<file path="config.mk">
export PLATFORM = sky130hd
export DESIGN_NAME = load_store_unit
export DESIGN_NICKNAME = d
export VERILOG_FILES = /design/src/rtl/mem_pkg.sv /design/src/rtl/load_data_extend.sv /design/src/rtl/load_store_unit.sv
export SDC_FILE = /design/constraint.sdc
export NUM_CORES = 1
export LEC_CHECK = 0
export BUFFER_PORTS_ARGS = -buffer_cell sky130_fd_sc_hd__buf_4
export CAP_MARGIN = 30
export CORE_MARGIN = 10
export CORE_UTILIZATION = 44
export CTS_CLUSTER_SIZE = 24
export DETAILED_ROUTE_END_ITERATION = 12
export PLACE_DENSITY = 0.77
export SYNTH_ARGS = -nofsm -noshare
export SYNTH_HDL_FRONTEND = slang
export SYNTH_HIERARCHICAL = 1
export SYNTH_SLANG_ARGS = --single-unit
</file>
<file path="constraint.sdc">
create_clock -name clk -period 2.25 [get_ports clk]
set_input_delay 0.3375 -clock clk [delete_from_list [all_inputs] [get_ports clk]]
set_output_delay 0.3375 -clock clk [all_outputs]
set_load 0.05 [all_outputs]
</file>
<file path="src/rtl/mem_pkg.sv">
// Shared definitions for the byte_addressable memory port: size codes,
// load/store unit state encoding and the alignment check.
package mem_pkg;

  localparam logic [1:0] MEM_SIZE_NONE = 2'd0;
  localparam logic [1:0] MEM_SIZE_BYTE = 2'd1;
  localparam logic [1:0] MEM_SIZE_HALF = 2'd2;
  localparam logic [1:0] MEM_SIZE_WORD = 2'd3;

  typedef enum logic [2:0] {
    IDLE,
    READ_WAIT,
    WRITE_WAIT,
    RELEASE,
    RESPOND
  } lsu_state_t;

  function automatic logic is_misaligned(input logic [1:0] size, input logic [1:0] addr_lo);
    logic bad;
    bad = 1'b0;
    if (size == MEM_SIZE_HALF) bad = addr_lo[0];
    else if (size == MEM_SIZE_WORD) bad = (addr_lo != 2'b00);
    is_misaligned = bad;
  endfunction

endpackage

</file>
<file path="src/rtl/load_data_extend.sv">
// Selects byte/half/word read data by access size and sign- or zero-extends
// it to 32 bits. Purely combinational.
module load_data_extend
  import mem_pkg::*;
(
  input  logic [1:0]  size,
  input  logic        is_signed,
  input  logic [7:0]  byte_data,
  input  logic [15:0] half_data,
  input  logic [31:0] word_data,
  output logic [31:0] data
);

  always_comb begin
    data = word_data;
    case (size)
      MEM_SIZE_BYTE: data = {{24{is_signed & byte_data[7]}}, byte_data};
      MEM_SIZE_HALF: data = {{16{is_signed & half_data[15]}}, half_data};
      default:       data = word_data;
    endcase
  end

endmodule

</file>
<file path="src/rtl/load_store_unit.sv">
// Single-outstanding load/store initiator for the byte_addressable memory port.
// Loads complete after a fixed read latency; stores wait for done, then release.
//
// state      | meaning
// IDLE       | waiting for a request; ready unless memory still shows done
// READ_WAIT  | counting down the read latency, then capture extended data
// WRITE_WAIT | write_mode driven, waiting for done / error / timeout
// RELEASE    | write_mode dropped, wait >=2 cycles and for done to clear
// RESPOND    | one-cycle response strobe
module load_store_unit
  import mem_pkg::*;
#(
  parameter int unsigned READ_LATENCY   = 2,
  parameter int unsigned TIMEOUT_CYCLES = 64
) (
  input  logic        clk,
  input  logic        rst_n,
  input  logic        req_valid,
  output logic        req_ready,
  input  logic        req_write,
  input  logic [1:0]  req_size,
  input  logic        req_signed,
  input  logic [31:0] req_address,
  input  logic [31:0] req_wdata,
  output logic        resp_valid,
  output logic [31:0] resp_rdata,
  output logic        resp_error,
  output logic [31:0] mem_address,
  output logic [1:0]  mem_write_mode,
  output logic [7:0]  mem_write_byte,
  output logic [15:0] mem_write_half_word,
  output logic [31:0] mem_write_word,
  input  logic        mem_done,
  input  logic        mem_error,
  input  logic [7:0]  mem_byte_output,
  input  logic [15:0] mem_half_word_output,
  input  logic [31:0] mem_word_output
);

  localparam int unsigned CNT_W = 16;
  localparam logic [CNT_W-1:0] RD_INIT = CNT_W'(READ_LATENCY - 1);
  localparam logic [CNT_W-1:0] TO_LAST = CNT_W'(TIMEOUT_CYCLES - 1);

  lsu_state_t       state, state_next;
  logic [CNT_W-1:0] cnt, cnt_next;
  logic [1:0]       lat_size;
  logic             lat_signed;
  logic [31:0]      lat_wdata;
  logic [31:0]      ext_data;
  logic             accept, illegal, err_set;

  assign req_ready  = (state == IDLE) && !mem_done;
  assign accept     = req_valid && req_ready;
  assign illegal    = (req_size == MEM_SIZE_NONE) || is_misaligned(req_size, req_address[1:0]);
  assign resp_valid = (state == RESPOND);

  assign mem_write_byte      = lat_wdata[7:0];
  assign mem_write_half_word = lat_wdata[15:0];
  assign mem_write_word      = lat_wdata;

  load_data_extend u_extend (
    .size      (lat_size),
    .is_signed (lat_signed),
    .byte_data (mem_byte_output),
    .half_data (mem_half_word_output),
    .word_data (mem_word_output),
    .data      (ext_data)
  );

  always_ff @(posedge clk or negedge rst_n) begin
    if (!rst_n) begin
      state <= IDLE;
      cnt   <= '0;
    end else begin
      state <= state_next;
      cnt   <= cnt_next;
    end
  end

  always_comb begin
    state_next = state;
    cnt_next   = cnt;
    err_set    = 1'b0;
    case (state)
      IDLE: begin
        if (accept) begin
          if (illegal) begin
            state_next = RESPOND;
          end else if (req_write) begin
            state_next = WRITE_WAIT;
            cnt_next   = '0;
          end else begin
            state_next = READ_WAIT;
            cnt_next   = RD_INIT;
          end
        end
      end
      READ_WAIT: begin
        if (cnt == '0) state_next = RESPOND;
        else           cnt_next   = cnt - 1'b1;
      end
      WRITE_WAIT: begin
        if (mem_done || mem_error || (cnt == TO_LAST)) begin
          state_next = RELEASE;
          cnt_next   = '0;
          err_set    = mem_error || (!mem_done && (cnt == TO_LAST));
        end else begin
          cnt_next = cnt + 1'b1;
        end
      end
      RELEASE: begin
        // cnt==0 marks the first RELEASE cycle; a second cycle is always spent
        if ((cnt != '0) && !mem_done) state_next = RESPOND;
        else if (cnt == '0)           cnt_next   = {{(CNT_W-1){1'b0}}, 1'b1};
      end
      RESPOND: state_next = IDLE;
      default: state_next = IDLE;
    endcase
  end

  always_ff @(posedge clk or negedge rst_n) begin
    if (!rst_n) begin
      mem_address    <= '0;
      mem_write_mode <= MEM_SIZE_NONE;
      lat_wdata      <= '0;
      lat_size       <= MEM_SIZE_NONE;
      lat_signed     <= 1'b0;
      resp_rdata     <= '0;
      resp_error     <= 1'b0;
    end else begin
      if (state == IDLE && accept) begin
        mem_address    <= req_address;
        lat_wdata      <= req_wdata;
        lat_size       <= req_size;
        lat_signed     <= req_signed;
        resp_rdata     <= '0;
        resp_error     <= illegal;
        mem_write_mode <= (!illegal && req_write) ? req_size : MEM_SIZE_NONE;
      end
      if (state == READ_WAIT && cnt == '0) resp_rdata <= ext_data;
      if (state == WRITE_WAIT && state_next == RELEASE) begin
        mem_write_mode <= MEM_SIZE_NONE;
        if (err_set) resp_error <= 1'b1;
      end
    end
  end

endmodule

</file>
==> key figures <==
Critical path
  • Critical Path, Cell by Cell: inv_2, ha_4, nor4b_4, and4_4, mux2i_1, nand3_1, a211o_1, a221o_1
  • Critical path data arrival time: 2.49 ns
  • Req. time, crit path: 2.55 ns
  • Kind of cell adding the most delay to the critical path: simple AND/OR/NAND/NOR gates
  • Slowest Stage Delay on Critical Path: 0.40 ns
  • Combined buffer and inverter count along the critical path: 1
  • Crit path kind: flop to flop
  • Critical path startpoint category: flop
  • Worst Setup End Kind: flop
  • Maximum fanout count along the critical path: 4
  • Max stage delay cell, worst path: dfrtp_1

Placement
  • # port buffers: 253
  • Routability-driven placement congestion ratio: 0.896
  • HPWL after detailed placement: 14700 um
  • Placement Setup Slack: 0.0162 ns

Finish
  • Number of inserted filler cells in the final layout: 1159
  • Number of nets in the final layout: 1008
  • Sequential standard cell area: 3030 um2
  • Layout cells sized above 1: 0.483
  • Ant. Diodes: 0
  • Area growth syn-to-layout: 45.0%
  • Area taken by multi-input logic gates: 2880 um2

Min path
  • HP Class: primary input to flop

GRT
  • Largest net degree at the start of global routing: 67
  • GRT Resource Usage Total: 0.189
  • Remaining global-route overflow: 0
  • Number of global-route vias before repair: 5726
  • Wire length of the first global-routing pass: 30200 um
  • Initial antenna violation count: 0

Power
  • Static power due to leakage: 0.00430 uW
  • Logic pwr share: 0.611
  • Seq pwr share: 0.225
  • Cell internal pwr: 8580 uW
  • Clock group share of total power: 0.164
  • Net load switching power: 8620 uW
  • Peak supply drop: 0.00117 V
  • Total power divided by cell area: 1890 nW/um2
  • Overall power consumption: 17200 uW
  • Switching fraction of total power: 0.501

Timing
  • Slew Limit Headroom: 0.531
  • Maximum achievable frequency: 457 MHz
  • Final hold violations: 0
  • Unrepaired setup endpoints after global routing: yes
  • Final-report max-slew violation count: 0
  • Minimum clock period: 2.19 ns
  • Final setup fails: 0
  • Slew of the pin with the lowest slew margin: 0.704 ns
  • Crit share post-route: 0.973
  • Post-route worst setup slack: 0.0606 ns
  • Sum of negative setup slack: 0 ns
  • Final Skew: 0.00649 ns

Clock network
  • Root buf cell: clkbuf_16
  • TritonCTS buffer count: 17
  • Clock tree from TritonCTS: yes
  • Clock slew seen by the registers of the worst setup and hold paths: 0.06 ns
  • H-tree lvl count: 4
  • Insertion delay of the later-clocked pin in the worst-skew pair: 0.42 ns
  • Total number of clock tree sinks: 121
  • Max clock buf depth: 2

Logic synthesis
  • Post-synthesis cell count: 623
  • Number of enable-type register cells in the synthesized netlist: 0
  • Sequential cell area fraction in the yosys report: 0.483
  • Number of distinct library cells after synthesis: 68
  • Synth Register Bits: 121
  • Share of synthesized registers carrying an async set or reset: 1.00
  • Syn Std Cell Area: 6270 um2
  • Synthesis warning total: 6
  • Top FF cell, synth: dfrtp_1
  • Synthesized net count: 756
  • Average footprint of a synthesized cell: 10.1 um2

Routing
  • Antenna Violating Nets Remaining: 0
  • Routed vias/inst: 5.31
  • Drt wl/cell: 18.0 um
  • Detailed Routing Iterations Pass 1: 5
  • Via count: 5674
  • Final routed wirelength across all metal layers: 19300 um
  • Starting DRC count in detailed routing: 393
  • Drt drc: 0

Floorplan
  • I/O pins: 254
  • Die span in x: 139 um
  • Initial core utilization: 0.450
  • Vert. Die Dim: 139 um
  • Number of rows created at floorplan: 43
  • Area of the core: 13900 um2
  • DIE AREA: 19400 um2

Job
  • Max-capacitance violation count: 0

Run status
  • Result of the run: finished clean
## routing by layer
layer | share of wire | vias up | global-route usage
li1 | - | 2682 | -
met1 | 0.39 | 2698 | 0.215
met2 | 0.48 | 262 | 0.309
met3 | 0.10 | 32 | 0.0762
met4 | 0.028 | 0 | 0.0813
met5 | 0 | - | 0
## power by group through the flow
| stage | clock network [uW] | logic [uW] | registers, uW |
|---|---|---|---|
| 6_report | 2830 | 10500 | 3870 |
| 5_1_grt | 2970 | 11100 | 4020 |
| 4_1_cts | 2890 | 10400 | 3860 |
| 3_5_place_dp | 0 | 10300 | 3880 |
| 3_3_place_gp | 0 | 10200 | 3830 |
| 2_1_floorplan | 0 | 4730 | 6630 |
## placed cells by master (no fill, tap or decap), types with 4 or more instances in the layout
| cell | count |
|---|---|
| buf_4 | 298 |
| dfrtp_1 | 121 |
| nand2_1 | 111 |
| mux2_2 | 67 |
| o21ai_0 | 35 |
| o21ai_1 | 27 |
| a21oi_1 | 24 |
| nor2_1 | 19 |
| clkbuf_16 | 17 |
| nand3_1 | 11 |
| nor3_1 | 10 |
| inv_1 | 9 |
| nor2b_1 | 8 |
| a22oi_1 | 8 |
| o22ai_1 | 6 |
| a22o_1 | 6 |
| nand4_1 | 5 |
| clkinvlp_4 | 5 |
| and2_1 | 4 |
| mux2i_1 | 4 |
| xnor2_1 | 4 |
| a221o_1 | 4 |
| a32o_1 | 4 |
| o21ai_2 | 4 |
## final cells by class
class | instances | share of cell area
clock inverters | 13 | 0.0184
multi-input cells | 422 | 0.316
inverters | 11 | 0.00454
clock buffers | 19 | 0.0498
flip-flops and latches | 121 | 0.333
well taps | 180 | 0.0247
repair buffers | 302 | 0.254
## registers in the layout (all words and copies together) (netlist names)
register	count
mem_write_word	32
mem_write_mode	2
resp_error	1
cnt	16
lat_signed	1
resp_rdata	32
mem_address	32
state	3
lat_size	2
## through the flow
stage | utilization | std cells | cell area (um2) | hold slack (ns)
floorplan | - | 623 | 6290 | 0.0419
global placement | 0.601 | 1031 | 8380 | 0.289
detailed placement | 0.601 | 1031 | 8380 | 0.288
CTS | 0.647 | 1064 | 9010 | 0.138
global route | 0.653 | 1068 | 9100 | 0.144
finish | 0.653 | 1068 | 9100 | 0.150
## path summary, 6_finish.rpt
kind                            startpoint                end  slack [ns]  depth (start not counted)
min in group asynchronous            rst_n     resp_rdata[19]        0.41                          2
setup / recovery                    cnt[1]            cnt[15]        0.06                          8
hold / removal              req_address[8]     mem_address[8]        0.15                          2
hold reg to reg            mem_address[28]    mem_address[28]        0.50                          1
max in group asynchronous            rst_n  mem_write_word[8]        1.11                          3
setup reg to reg                    cnt[1]            cnt[15]        0.06                          8
## cell usage after synthesis (3+ instances only)
| master | n | area share |
|---|---|---|
| nand2_1 | 112 | 0.067 |
| buf_2 | 18 | 0.014 |
| a21oi_1 | 24 | 0.019 |
| buf_1 | 4 | 0.0024 |
| a32o_1 | 4 | 0.0064 |
| buf_4 | 25 | 0.030 |
| dfrtp_1 | 121 | 0.48 |
| buf_6 | 5 | 0.0090 |
| mux2_2 | 67 | 0.12 |
| ha_1 | 4 | 0.0080 |
| mux2i_1 | 4 | 0.0064 |
| nor2_1 | 20 | 0.012 |
| o21ai_1 | 26 | 0.021 |
| and3_1 | 3 | 0.0030 |
| and2_1 | 4 | 0.0040 |
| a221o_1 | 4 | 0.0064 |
| o221ai_1 | 3 | 0.0042 |
| nor3_1 | 10 | 0.0080 |
| nand4_1 | 5 | 0.0050 |
| nor2b_1 | 8 | 0.0080 |
| o21ai_2 | 4 | 0.0056 |
| xnor2_1 | 4 | 0.0056 |
| a22o_1 | 6 | 0.0084 |
| o21ai_0 | 36 | 0.029 |
| clkbuf_1 | 15 | 0.0090 |
| nand3_1 | 11 | 0.0088 |
| a22oi_1 | 8 | 0.0096 |
| inv_1 | 11 | 0.0066 |
| o22ai_1 | 6 | 0.0060 |
## kinds of logic after synthesis
logic type,share of synthesized area
compound gates,0.155
mux,0.127
xor+xnor,0.00698
fa+ha+maj,0.00798
buf+inv,0.0728
simple gates,0.148
flops,0.483
## worst reg2reg max path: cells and delay by family, from the launching register on
kind	cells	cell delay, ns
AO/OA/AOI/OAI	2	0.57
adder cells (fa/ha/maj)	1	0.13
buffers and inverters	1	0.09
flip-flops	1	0.40
multiplexers	1	0.22
AND/OR/NAND/NOR	3	0.67
## timing repair
| item | 4_1_cts | 5_1_grt |
|---|---|---|
| pin swaps | 0 | 6 |
| setup buffers | 0 | 4 |
| hold buffers | 1 | 0 |
| gates cloned | 0 | 0 |
| gates resized for setup | 3 | 12 |
| endpoints found under the setup margin | 5 | 14 |
| hold endpoints to repair | 24 | 0 |
Power figures use the tool's default switching activity.
